**src/rtl/fm7_subif_pkg.sv**
```systemverilog
// Shared definitions for the FM-7 sub-CPU interface ($FD05).
// Halt FSM encoding and the fixed bits of the status byte.
package fm7_subif_pkg;

    typedef enum logic [1:0] {
        ST_RUN    = 2'd0,
        ST_REQ    = 2'd1,
        ST_HALTED = 2'd2,
        ST_REL    = 2'd3
    } halt_st_t;

    localparam logic [4:0] DOUT_ONES = 5'b11111;

    function automatic logic [7:0] pack_dout(
        input logic busy,
        input logic err,
        input logic halted
    );
        return {busy, err, DOUT_ONES, halted};
    endfunction

endpackage

```
**src/rtl/pulse_stretch.sv**
```systemverilog
// Fixed-width active-low pulse generator.
// Triggers arriving while a pulse is running are dropped.
module pulse_stretch #(
    parameter int unsigned CANCEL_LEN = 8
) (
    input  logic i_clk,
    input  logic i_rst,
    input  logic i_trig,
    output logic o_pulse_n
);

    localparam logic [7:0] LEN_V = 8'(CANCEL_LEN);

    logic [7:0] r_cnt;

    // Load on an idle trigger, then count the low phase down to zero
    always_ff @(posedge i_clk or posedge i_rst) begin
        if (i_rst) begin
            r_cnt <= 8'd0;
        end else if (r_cnt == 8'd0) begin
            if (i_trig) begin
                r_cnt <= LEN_V;
            end
        end else begin
            r_cnt <= r_cnt - 8'd1;
        end
    end

    assign o_pulse_n = (r_cnt == 8'd0);

endmodule

```
**src/rtl/main_sub_if.sv**
```systemverilog
// Main-CPU side of the sub-CPU control register ($FD05):
// halt handshake FSM, ack timeout, cancel pulse and status read.
module main_sub_if
    import fm7_subif_pkg::*;
#(
    parameter int unsigned CANCEL_LEN  = 8,
    parameter int unsigned ACK_TIMEOUT = 4095
) (
    input  logic       CLK,
    input  logic       RESET,
    input  logic       CS_FD05,
    input  logic       RW,
    input  logic       WR_STB,
    input  logic [7:0] DIN,
    output logic [7:0] DOUT,
    input  logic       SHALTACn,
    input  logic       BUSY,
    output logic       SUBHALTREQn,
    output logic       CANCELn,
    output logic       SHRAM_GNT,
    output logic       ACK_ERR
);

    localparam logic [16:0] TMO = 17'(ACK_TIMEOUT);

    logic        r_shac_s1;
    logic        r_shac_s2;
    logic        r_busy_s1;
    logic        r_busy_s2;
    logic        r_halt_want;
    logic [15:0] r_cnt;
    logic        r_ack_err;
    halt_st_t    r_state;
    halt_st_t    w_state_nxt;

    logic        w_wr;
    logic        w_rd;
    logic        w_cnt_hit;
    logic [15:0] w_cnt_inc;
    logic        w_set_err;
    logic        w_clr_cnt;
    logic        w_unused;

    assign w_wr      = CS_FD05 & ~RW & WR_STB;
    assign w_rd      = CS_FD05 & RW;
    assign w_cnt_inc = (r_cnt == 16'hFFFF) ? r_cnt : r_cnt + 16'd1;
    assign w_cnt_hit = (({1'b0, r_cnt} + 17'd1) == TMO);
    assign w_unused  = ^DIN[5:0];

    // Two-flop synchronizers for the asynchronous sub-CPU status lines
    always_ff @(posedge CLK or posedge RESET) begin
        if (RESET) begin
            r_shac_s1 <= 1'b1;
            r_shac_s2 <= 1'b1;
            r_busy_s1 <= 1'b0;
            r_busy_s2 <= 1'b0;
        end else begin
            r_shac_s1 <= SHALTACn;
            r_shac_s2 <= r_shac_s1;
            r_busy_s1 <= BUSY;
            r_busy_s2 <= r_busy_s1;
        end
    end

    // HALT_WANT follows bit 7 of each register write
    always_ff @(posedge CLK or posedge RESET) begin
        if (RESET) begin
            r_halt_want <= 1'b0;
        end else if (w_wr) begin
            r_halt_want <= DIN[7];
        end
    end

    // Halt FSM state register
    always_ff @(posedge CLK or posedge RESET) begin
        if (RESET) begin
            r_state <= ST_RUN;
        end else begin
            r_state <= w_state_nxt;
        end
    end

    // Halt FSM transitions; an ack beats a withdraw, which beats a timeout
    always_comb begin
        w_state_nxt = r_state;
        w_set_err   = 1'b0;
        w_clr_cnt   = 1'b0;
        unique case (r_state)
            ST_RUN: begin
                if (r_halt_want) begin
                    w_state_nxt = ST_REQ;
                    w_clr_cnt   = 1'b1;
                end
            end
            ST_REQ: begin
                if (!r_shac_s2) begin
                    w_state_nxt = ST_HALTED;
                end else if (!r_halt_want) begin
                    w_state_nxt = ST_REL;
                end else if (w_cnt_hit) begin
                    w_state_nxt = ST_REL;
                    w_set_err   = 1'b1;
                end
            end
            ST_HALTED: begin
                if (!r_halt_want) begin
                    w_state_nxt = ST_REL;
                end
            end
            ST_REL: begin
                if (r_shac_s2) begin
                    w_state_nxt = ST_RUN;
                end
            end
            default: w_state_nxt = ST_RUN;
        endcase
    end

    // Saturating ack-wait counter, restarted on each entry to REQ
    always_ff @(posedge CLK or posedge RESET) begin
        if (RESET) begin
            r_cnt <= 16'd0;
        end else if (w_clr_cnt) begin
            r_cnt <= 16'd0;
        end else if (r_state == ST_REQ) begin
            r_cnt <= w_cnt_inc;
        end
    end

    // Sticky timeout flag; a fresh timeout outranks a clearing read
    always_ff @(posedge CLK or posedge RESET) begin
        if (RESET) begin
            r_ack_err <= 1'b0;
        end else if (w_set_err) begin
            r_ack_err <= 1'b1;
        end else if (w_rd) begin
            r_ack_err <= 1'b0;
        end
    end

    pulse_stretch #(
        .CANCEL_LEN(CANCEL_LEN)
    ) u_cancel (
        .i_clk    (CLK),
        .i_rst    (RESET),
        .i_trig   (w_wr & DIN[6]),
        .o_pulse_n(CANCELn)
    );

    assign SUBHALTREQn = ~((r_state == ST_REQ) | (r_state == ST_HALTED));
    assign SHRAM_GNT   = (r_state == ST_HALTED);
    assign ACK_ERR     = r_ack_err;
    assign DOUT        = pack_dout(r_busy_s2, r_ack_err,
                                   r_state == ST_HALTED);

endmodule

```
**config.mk**
```make
export PLATFORM = sky130hd
export DESIGN_NAME = main_sub_if
export DESIGN_NICKNAME = d
export VERILOG_FILES = /design/src/rtl/fm7_subif_pkg.sv /design/src/rtl/pulse_stretch.sv /design/src/rtl/main_sub_if.sv
export SDC_FILE = /design/constraint.sdc
export NUM_CORES = 1
export LEC_CHECK = 0
export CAP_MARGIN = 15
export CORE_UTILIZATION = 55
export CTS_CLUSTER_DIAMETER = 30
export DETAILED_ROUTE_END_ITERATION = 10
export MAX_ROUTING_LAYER = met4
export PLACE_DENSITY_LB_ADDON = 0.25
export SYNTH_ARGS = -nofsm -noshare
export SYNTH_HDL_FRONTEND = slang
export SYNTH_SLANG_ARGS = --single-unit
```
**constraint.sdc**
```tcl
create_clock -name CLK -period 3.3 [get_ports CLK]
set_clock_uncertainty 0.15 [all_clocks]
set_input_delay 0.66 -clock CLK [delete_from_list [all_inputs] [get_ports CLK]]
set_output_delay 0.66 -clock CLK [all_outputs]
set_load 0.1 [all_outputs]
```
==> flow_summary_export.csv, run 1 <==
group,metric,value,unit
pwr,power_density,741,mW/mm²
clocking,numCtsBuffers,5,
detailed_routing,routed_wl,3.85,mm
floorplan,dieHeight,62.9,µm
critical_path,reg2reg_to,"r_cnt[10]$_DFFE_PP0P_",
timing,rsz0062_at_grt,"no",
synth,yosysMostFrequentCell,"dfrtp_1",
clocking,ctsResizeCount,0,
global_routing,grt_max_degree,20,
min_path,hold_path_depth,0,
detailed_routing,ant_nets,0,
global_routing,grtUsageTotal,22.9,%
min_path,hp-class,"flip-flop to flip-flop",
critical_path,cp-start-kind,"flip-flop",
place,io_buffers,15,
global_routing,antenna_found_initial,0,
synth,synth.avg_cell_area,9.03,µm²
global_routing,grt_pass1_wl,6.80,mm
detailed_routing,via_count,1592,
clocking,cts.reportedPaths.clkPinSlew,0.06,ns
detailed_routing,drc,0,
critical_path,r2r_slack,0.56,ns
place,dp_hpwl,2.86,mm
clocking,insertion_delay,0.28,ns
clocking,root_buffer,"clkbuf_8",
timing,min_period,2.74,ns
pwr,leakagePower,0.000963,µW
synth,synth_area,0.00204,mm²
global_routing,grt_overflow,0,
finish,layoutNonFillerInstCount,280,
synth,yosysUniqueCellTypes,49,
timing,tightest_slew,0.645,ns
timing,setup_viol,0,
outcome,status,"finished clean",
critical_path,reg2regPathDepth,7,
synth,ys.flop_type,"dfrtp_1",
finish,syn2layout_area_growth,9.75,%
floorplan,start_util,59.3,%
clocking,hold_buffers,0,
floorplan,fp.dieArea,0.00396,mm²
finish,drive_gt1_share,10.7,%
critical_path,crit_fanout,17,
min_path,hold-path-endpoint,"r_shac_s2$_DFF_PP1_",
finish,multi_input_area,0.00109,mm²
finish,nFillCells,309,
place,gp_congestion,0.825,
place,dp.cells,273,
synth,syn_inst,226,
timing,fmax,0.365,GHz
detailed_routing,routedWlPerCell,13.8,µm
floorplan,die_w,62.9,µm
synth,yosys_register_bits,32,
clocking,cts_tree,"built",
floorplan,io_pins,27,
timing,final_hold_viol_count,0,
synth,async_flop_share,100,%
clocking,cts_max_level,2,
timing,tns,0,ns
clocking,max-clock-path-buffers,2,
global_routing,grt_pass1_vias,1537,
floorplan,core-area,0.00344,mm²
detailed_routing,detail_route.iter0.violations,61,
timing,finalMaxSlewViolations,0,
timing,fin_crit_sh,83.0,%
floorplan,row_count,21,
synth,ys_warn_count,0,
detailed_routing,viasPerCell,5.69,
critical_path,end_kind,"flip-flop",
synth,synth-edff-count,0,
finish,seqCellArea,803,µm²
synth,yosysSeqAreaShare,39.4,%
synth,synth.area.top_cells,"dfrtp_1 37%, xor2_1 5.6%, ha_1 5.5%",
synth,synth_top_cell_area_share,36.8,%
critical_path,required,3.29,ns
clocking,post-cts-setup-buffer-count,0,
clocking,cts_sinks,32,
finish,fin_nets,258,
finish,antennaDiodeCount,0,
synth,synth_commonest_cells,"30 x dfrtp_1, 27 x nor2_1, 17 x nand2_1, 15 x inv_1",
critical_path,r2r_start,"r_cnt[0]$_DFFE_PP0P_",
detailed_routing,firstDrtPassIters,4,
synth,netlist.top_cell.by_area,"dfrtp_1",
critical_path,criticalPathCategory,"flip-flop to flip-flop",
pwr,ir_drop,0.429,mV
flow_run,drv_cap,0,
critical_path,cp_data_arrival_time,2.73,ns
timing,slew-limit-headroom,57.0,%
min_path,min_from,"r_shac_s1$_DFF_PP1_",
[worst max-delay path by stage]
stage	start	end	slack, ns
after floorplan	r_state[0]$_DFFE_PP0P_	DOUT[0]	0.70
after global placement	r_cnt[1]$_DFFE_PP0P_	r_cnt[10]$_DFFE_PP0P_	0.66
after detailed placement	r_cnt[0]$_DFFE_PP0P_	r_cnt[10]$_DFFE_PP0P_	0.62
after CTS	r_cnt[0]$_DFFE_PP0P_	r_cnt[10]$_DFFE_PP0P_	0.57
after global routing	r_cnt[1]$_DFFE_PP0P_	r_cnt[10]$_DFFE_PP0P_	0.39
final	r_cnt[0]$_DFFE_PP0P_	r_cnt[10]$_DFFE_PP0P_	0.56
[report_power, final]
part,internal (µW),total (µW),switching (µW)
Sequential,487,613,126
Clock,185,319,133
Combinational,222,727,505
[per-stage QoR]
stage	util [%]	hold WS (ns)	setup slack (ns)	total power, µW	area [µm²]
after floorplan	-	0.181	0.702	1220	2060
after global placement	62.3	0.192	0.660	1320	2140
after detailed placement	62.3	0.201	0.617	1340	2140
after CTS	65.1	0.213	0.568	1670	2240
after global routing	65.1	0.216	0.393	1790	2240
final	65.1	0.211	0.560	1660	2240
[final cells by class]
| cell class | instances | area share (%) |
|---|---|---|
| multi-input cells | 164 | 48.5 |
| flip-flops and latches | 32 | 35.9 |
| repair buffers | 16 | 6.26 |
| clock buffers | 7 | 4.30 |
| well taps | 46 | 2.57 |
| inverters | 15 | 2.51 |
[cell usage in the layout, fill, tap and decap left out, types with 4 or more instances in the layout]
| cell | count |
|---|---|
| a21oi_1 | 4 |
| buf_4 | 8 |
| clkbuf_8 | 7 |
| clkdlybuf4s50_1 | 8 |
| conb_1 | 5 |
| dfrtp_1 | 30 |
| ha_1 | 9 |
| inv_1 | 15 |
| nand2_1 | 17 |
| nand3_1 | 13 |
| nand4_1 | 8 |
| nor2_1 | 27 |
| nor3_1 | 6 |
| nor4_1 | 7 |
| o21ai_0 | 5 |
| xnor2_1 | 8 |
| xor2_1 | 13 |
[kinds of logic (layout without fill, tap and decap cells)]
logic type,Yosys count,count (layout),synth area share [%]
DFF,32,32,39.4
xor gates and xnor gates,21,21,9.01
muxes,2,2,1.04
buffers and inverters,34,38,8.15
adders and majority gates,9,9,5.52
AOI/OAI and AO/OA,27,27,10.1
and+or+nand+nor,100,100,26.6
other,1,5,0.184
[flip-flops by register name, indices dropped and copies added, names as in the netlist]
signal,flops
ACK_ERR,1
r_busy_s1,1
r_busy_s2,1
r_cnt,16
r_halt_want,1
r_shac_s1,1
r_shac_s2,1
r_state,2
u_cancel.r_cnt,8
[critical path, stage by stage (launching register included)]
cell     delay (ns)
dfrtp_1        0.52
ha_1           0.44
nand3_1        0.20
or3_1          0.35
o31a_1         0.50
nand4_1        0.20
xor2_1         0.18
nor2_1         0.06
[per-layer routing]
metal	up-vias	part of all wire, %	global-route usage [%]
li1	793	-	-
met1	757	45	26.1
met2	33	49	37.9
met3	9	4.1	6.02
met4	0	1.9	9.59
met5	-	0	-
(Power assumes the default switching activity.)
==> run 2, diff against run 1 <==
==> constraint.sdc (replaced) <==
create_clock -name CLK -period 2.7 [get_ports CLK]
set_clock_uncertainty 0.15 [all_clocks]
set_input_delay 0.54 -clock CLK [delete_from_list [all_inputs] [get_ports CLK]]
set_output_delay 0.54 -clock CLK [all_outputs]
set_load 0.1 [all_outputs]
==> flow_summary_export.csv, run 2 (synthesized netlist as in run 1, its figures left out) <==
group,metric,value,unit
floorplan,start_util,59.3,%
place,gp_congestion,0.867,
clocking,cts_max_level,2,
timing,finalMaxSlewViolations,0,
floorplan,fp.dieArea,0.00396,mm²
global_routing,grt_pass1_vias,1607,
place,io_buffers,15,
pwr,intPower,1150,µW
floorplan,row_count,21,
critical_path,crit_start,"r_cnt[1]$_DFFE_PP0P_",
floorplan,core-area,0.00344,mm²
detailed_routing,ant_nets,0,
detailed_routing,m1WireLength,1.79,mm
clocking,hold_buffers,0,
pwr,seqPwrFrac,34.7,%
finish,layoutNonFillerInstCount,289,
detailed_routing,top_layer,"met4",
timing,tns,0,ns
floorplan,io_pins,27,
floorplan,die_w,62.9,µm
clocking,cts_sinks,32,
pwr,swShare,45.8,%
clocking,insertion_delay,0.28,ns
finish,fin_nets,266,
critical_path,required,2.76,ns
critical_path,crit_fanout,9,
timing,fmax,0.389,GHz
clocking,cts.reportedPaths.clkPinSlew,0.06,ns
place,dp_hpwl,2.88,mm
clocking,max-clock-path-buffers,2,
pwr,power_switching,968,µW
timing,tightest_slew,0.567,ns
detailed_routing,detail_route.iter0.violations,65,
timing,fin_crit_sh,95.2,%
detailed_routing,routedWlPerCell,13.9,µm
pwr,ir_drop,0.692,mV
finish,drive_gt1_share,13.6,%
detailed_routing,viasPerCell,5.66,
flow_run,drv_cap,0,
timing,slew-limit-headroom,61.8,%
detailed_routing,drc,0,
detailed_routing,via_count,1636,
critical_path,r2r_start,"r_cnt[1]$_DFFE_PP0P_",
global_routing,grt_max_degree,33,
min_path,min_from,"r_shac_s1$_DFF_PP1_",
clocking,root_buffer,"clkbuf_8",
finish,final_common_cell,"dfrtp_1",
detailed_routing,routed_wl,4.01,mm
timing,rsz0062_at_grt,"no",
global_routing,antenna_found_initial,0,
timing,min_period,2.57,ns
global_routing,grt_pass1_wl,7.10,mm
pwr,leakagePower,0.00101,µW
timing,setup_viol,0,
floorplan,dieHeight,62.9,µm
clocking,post-cts-setup-buffer-count,0,
place,dp.cells,281,
pwr,p_clk_share,17.5,%
finish,antennaDiodeCount,0,
pwr,pwr-share-comb,47.8,%
global_routing,grt_overflow,0,
clocking,cts_tree,"built",
detailed_routing,firstDrtPassIters,5,
global_routing,grtUsageTotal,23.8,%
critical_path,criticalPathCategory,"flip-flop to flip-flop",
critical_path,cp-start-kind,"flip-flop",
finish,most-common-layout-cells,"30 x dfrtp_1, 27 x nor2_1, 17 x nand2_1",
timing,final_hold_viol_count,0,
finish,largest_reg_flops,16,
pwr,power_density,911,mW/mm²
finish,max_flop_register,"r_cnt",
detailed_routing,wl_met2,2.00,mm
critical_path,cp_data_arrival_time,2.64,ns
min_path,hp-class,"flip-flop to flip-flop",
critical_path,end_kind,"flip-flop",
detailed_routing,dr_wl_met3,133,µm
clocking,ctsResizeCount,0,
finish,syn2layout_area_growth,13.7,%
clocking,numCtsBuffers,5,
outcome,status,"finished clean",
pwr,power.total,2110,µW
finish,fin_util,67.4,%
finish,top_regs,"r_cnt: 16 flops, u_cancel.r_cnt: 8 flops, r_state: 2 flops",
## run 2: cell types whose count changed in the layout (fill, tap and decap cells not counted), sizes merged
cell    previous run  this run
clkbuf             7         8
buf                8        16
## run 2: worst max-delay path, stage by stage, from the launching register on
cell	delay, ns
dfrtp_1	0.49
ha_1	0.36
nand3_1	0.17
o31a_1	0.26
a311oi_1	0.24
nand4_2	0.19
or4b_1	0.54
nand3_1	0.09
## run 2: final cells by class
class                   instances  area, µm²
multi-input cells             164       1090
well taps                      46       57.6
repair buffers                 24        225
inverters                      15       56.3
clock buffers                   8       90.1
flip-flops and latches         32        803
fillers                       293       1120
## run 2: layer usage
| layer | GRT usage, % | vias to the layer above |
|---|---|---|
| li1 | - | 808 |
| met1 | 28.4 | 780 |
| met2 | 37.5 | 39 |
| met3 | 5.84 | 9 |
| met4 | 11.0 | 0 |
| met5 | - | - |
## run 2: power groups by stage
stage | Combinational [µW] | Clock, µW | Sequential [µW]
global placement | 965 | 0 | 732
detailed placement | 1000 | 0 | 739
global route | 1100 | 402 | 751
CTS | 1010 | 381 | 732
finish | 1010 | 370 | 734
floorplan | 802 | 0 | 684
## run 2: final timing paths
| check | slack, ns | cells after the start | endpoint |
|---|---|---|---|
| max in group asynchronous | 1.57 | 3 | r_shac_s1$_DFF_PP1_ |
| min reg2reg | 0.21 | 0 | r_shac_s2$_DFF_PP1_ |
| min | 0.21 | 0 | r_shac_s2$_DFF_PP1_ |
| max reg2reg | 0.13 | 7 | r_state[0]$_DFFE_PP0P_ |
| min in group asynchronous | 0.51 | 3 | u_cancel.r_cnt[0]$_DFFE_PP0P_ |
| max | 0.13 | 7 | r_state[0]$_DFFE_PP0P_ |
## run 2: through the flow
stage	instance area (µm²)	hold WS, ns	worst slack (ns)
4_1_cts	2320	0.209	0.102
3_5_place_dp	2230	0.200	0.136
5_1_grt	2320	0.210	0.0158
2_1_floorplan	2060	0.181	0.221
3_3_place_gp	2230	0.191	0.170
6_report	2320	0.206	0.129
==> run 3, diff against run 2 <==
--- a/config.mk
+++ b/config.mk
@@ -6,9 +6,11 @@
 export NUM_CORES = 1
 export LEC_CHECK = 0
 export CAP_MARGIN = 15
+export CORE_MARGIN = 2
 export CORE_UTILIZATION = 55
 export CTS_CLUSTER_DIAMETER = 30
 export DETAILED_ROUTE_END_ITERATION = 10
+export HOLD_SLACK_MARGIN = 0.02
 export MAX_ROUTING_LAYER = met4
 export PLACE_DENSITY_LB_ADDON = 0.25
 export SYNTH_ARGS = -nofsm -noshare
==> flow_summary_export.csv, run 3 (synthesized netlist as in run 1, its figures left out) <==
group,metric,value,unit
outcome,status,"finished clean",
place,dp_hpwl,2.81,mm
clocking,cts.reportedPaths.clkPinSlew,0.07,ns
global_routing,grt_pass1_wl,6.55,mm
detailed_routing,via_count,1619,
timing,fin_crit_sh,92.3,%
global_routing,grt_pass1_vias,1454,
critical_path,required,2.78,ns
pwr,seqPwrFrac,33.1,%
clocking,numCtsBuffers,5,
global_routing,grtUsageTotal,20.9,%
global_routing,top_usage_layer,"met2",
timing,setup_viol,0,
global_routing,grt_overflow,0,
global_routing,antenna_found_initial,0,
floorplan,die_w,64.9,µm
clocking,post-cts-setup-buffer-count,0,
place,io_buffers,15,
finish,most-common-layout-cells,"30 x dfrtp_1, 27 x nor2_1, 17 x nand2_1",
timing,fin_ws,0.208,ns
critical_path,criticalPathCategory,"flip-flop to flip-flop",
global_routing,met1_usage,26.8,%
detailed_routing,viasPerCell,5.53,
place,gp_congestion,0.849,
detailed_routing,drc,0,
timing,rsz0062_at_grt,"no",
pwr,swShare,44.0,%
clocking,insertion_delay,0.29,ns
floorplan,fp.dieArea,0.00421,mm²
floorplan,io_pins,27,
detailed_routing,routedWlPerCell,13.0,µm
timing,finalMaxSlewViolations,0,
critical_path,cp_data_arrival_time,2.57,ns
clocking,cts_tree,"built",
critical_path,crit_fanout,9,
floorplan,dieHeight,64.9,µm
pwr,ir_drop,0.882,mV
global_routing,grt.met3_usage,5.90,%
finish,top_regs,"r_cnt: 16 flops, u_cancel.r_cnt: 8 flops, r_state: 2 flops",
pwr,power_switching,966,µW
pwr,power_density,931,mW/mm²
finish,antennaDiodeCount,0,
pwr,p_clk_share,20.9,%
timing,tns,0,ns
finish,nFillCells,311,
finish,fin_nets,268,
detailed_routing,ant_nets,0,
finish,syn2layout_area_growth,15.6,%
timing,fmax,0.401,GHz
global_routing,grt_max_degree,33,
timing,slew-limit-headroom,59.8,%
clocking,root_buffer,"clkbuf_8",
detailed_routing,detail_route.iter0.violations,97,
pwr,power.total,2200,µW
finish,drive_gt1_share,15.1,%
timing,final_hold_viol_count,0,
pwr,pwr-share-comb,46.0,%
timing,min_period,2.49,ns
clocking,max-clock-path-buffers,2,
timing,tightest_slew,0.604,ns
flow_run,drv_cap,0,
floorplan,row_count,22,
critical_path,end_kind,"flip-flop",
min_path,hp-class,"flip-flop to flip-flop",
detailed_routing,routed_wl,3.81,mm
floorplan,core-area,0.00361,mm²
detailed_routing,firstDrtPassIters,4,
finish,largest_reg_flops,16,
global_routing,use_met2,30.5,%
critical_path,cp-start-kind,"flip-flop",
finish,max_flop_register,"r_cnt",
floorplan,start_util,56.6,%
place,dp_slack,0.173,ns
clocking,cts_max_level,2,
pwr,intPower,1230,µW
finish,final_common_cell,"dfrtp_1",
pwr,leakagePower,0.00102,µW
clocking,cts_sinks,32,
==> run 3: layout make-up <==
class                      count  area (µm²)  area share [%]
tap                           48        60.1            2.55
multi-input combinational    164        1090            46.1
inverter                      15        56.3            2.39
sequential                    32         803            34.0
clock inverter                 3        42.5            1.80
timing repair buffer          26         240            10.2
clock buffer                   5        68.8            2.92
==> run 3: worst max-delay path: stages, from the launching register on <==
cell and delay, ns:
dfrtp_1 0.48, nand4_2 0.23, or4_4 0.46, a221oi_2 0.33, nand4_2 0.18, or4b_1 0.53, nand3_1 0.08
==> run 3: metal layers <==
layer	up-vias	routed length, µm
li1	815	-
met1	765	1810
met2	32	1760
met3	7	160
met4	0	86
met5	-	0
==> run 3: power groups by stage <==
stage                     Combinational (µW)  Clock, µW  Sequential (µW)
after global routing                    1100        493              748
final                                   1010        460              728
after global placement                   993          0              731
after detailed placement                1010          0              735
after CTS                               1020        476              726
after floorplan                          802          0              684
==> run 3: path summary, 6_finish.rpt <==
kind,startpoint,endpoint,slack [ns],cells past startpoint
min in group asynchronous,RESET,u_cancel.r_cnt[5]$_DFFE_PP0P_,0.49,3
min,r_shac_s1$_DFF_PP1_,r_shac_s2$_DFF_PP1_,0.21,0
max,r_cnt[1]$_DFFE_PP0P_,r_state[0]$_DFFE_PP0P_,0.21,6
max in group asynchronous,RESET,r_shac_s1$_DFF_PP1_,1.58,3
max reg2reg,r_cnt[1]$_DFFE_PP0P_,r_state[0]$_DFFE_PP0P_,0.21,6
min reg2reg,r_shac_s1$_DFF_PP1_,r_shac_s2$_DFF_PP1_,0.21,0
==> run 3: metrics by stage <==
stage | hold slack [ns] | area [µm²] | instances | utilization [%]
4_1_cts | 0.210 | 2360 | 293 | 65.4
3_3_place_gp | 0.183 | 2250 | 285 | 62.3
5_1_grt | 0.211 | 2360 | 293 | 65.4
3_5_place_dp | 0.199 | 2250 | 285 | 62.3
2_1_floorplan | 0.181 | 2060 | 230 | -
6_report | 0.208 | 2360 | 293 | 65.4
==> run 3: timing repair <==
action                                  in CTS  in global routing
gates resized for setup                      0                  1
endpoints found under the hold margin        0                  0
hold buffers                                 0                  0
endpoints found under the setup margin       0                  1
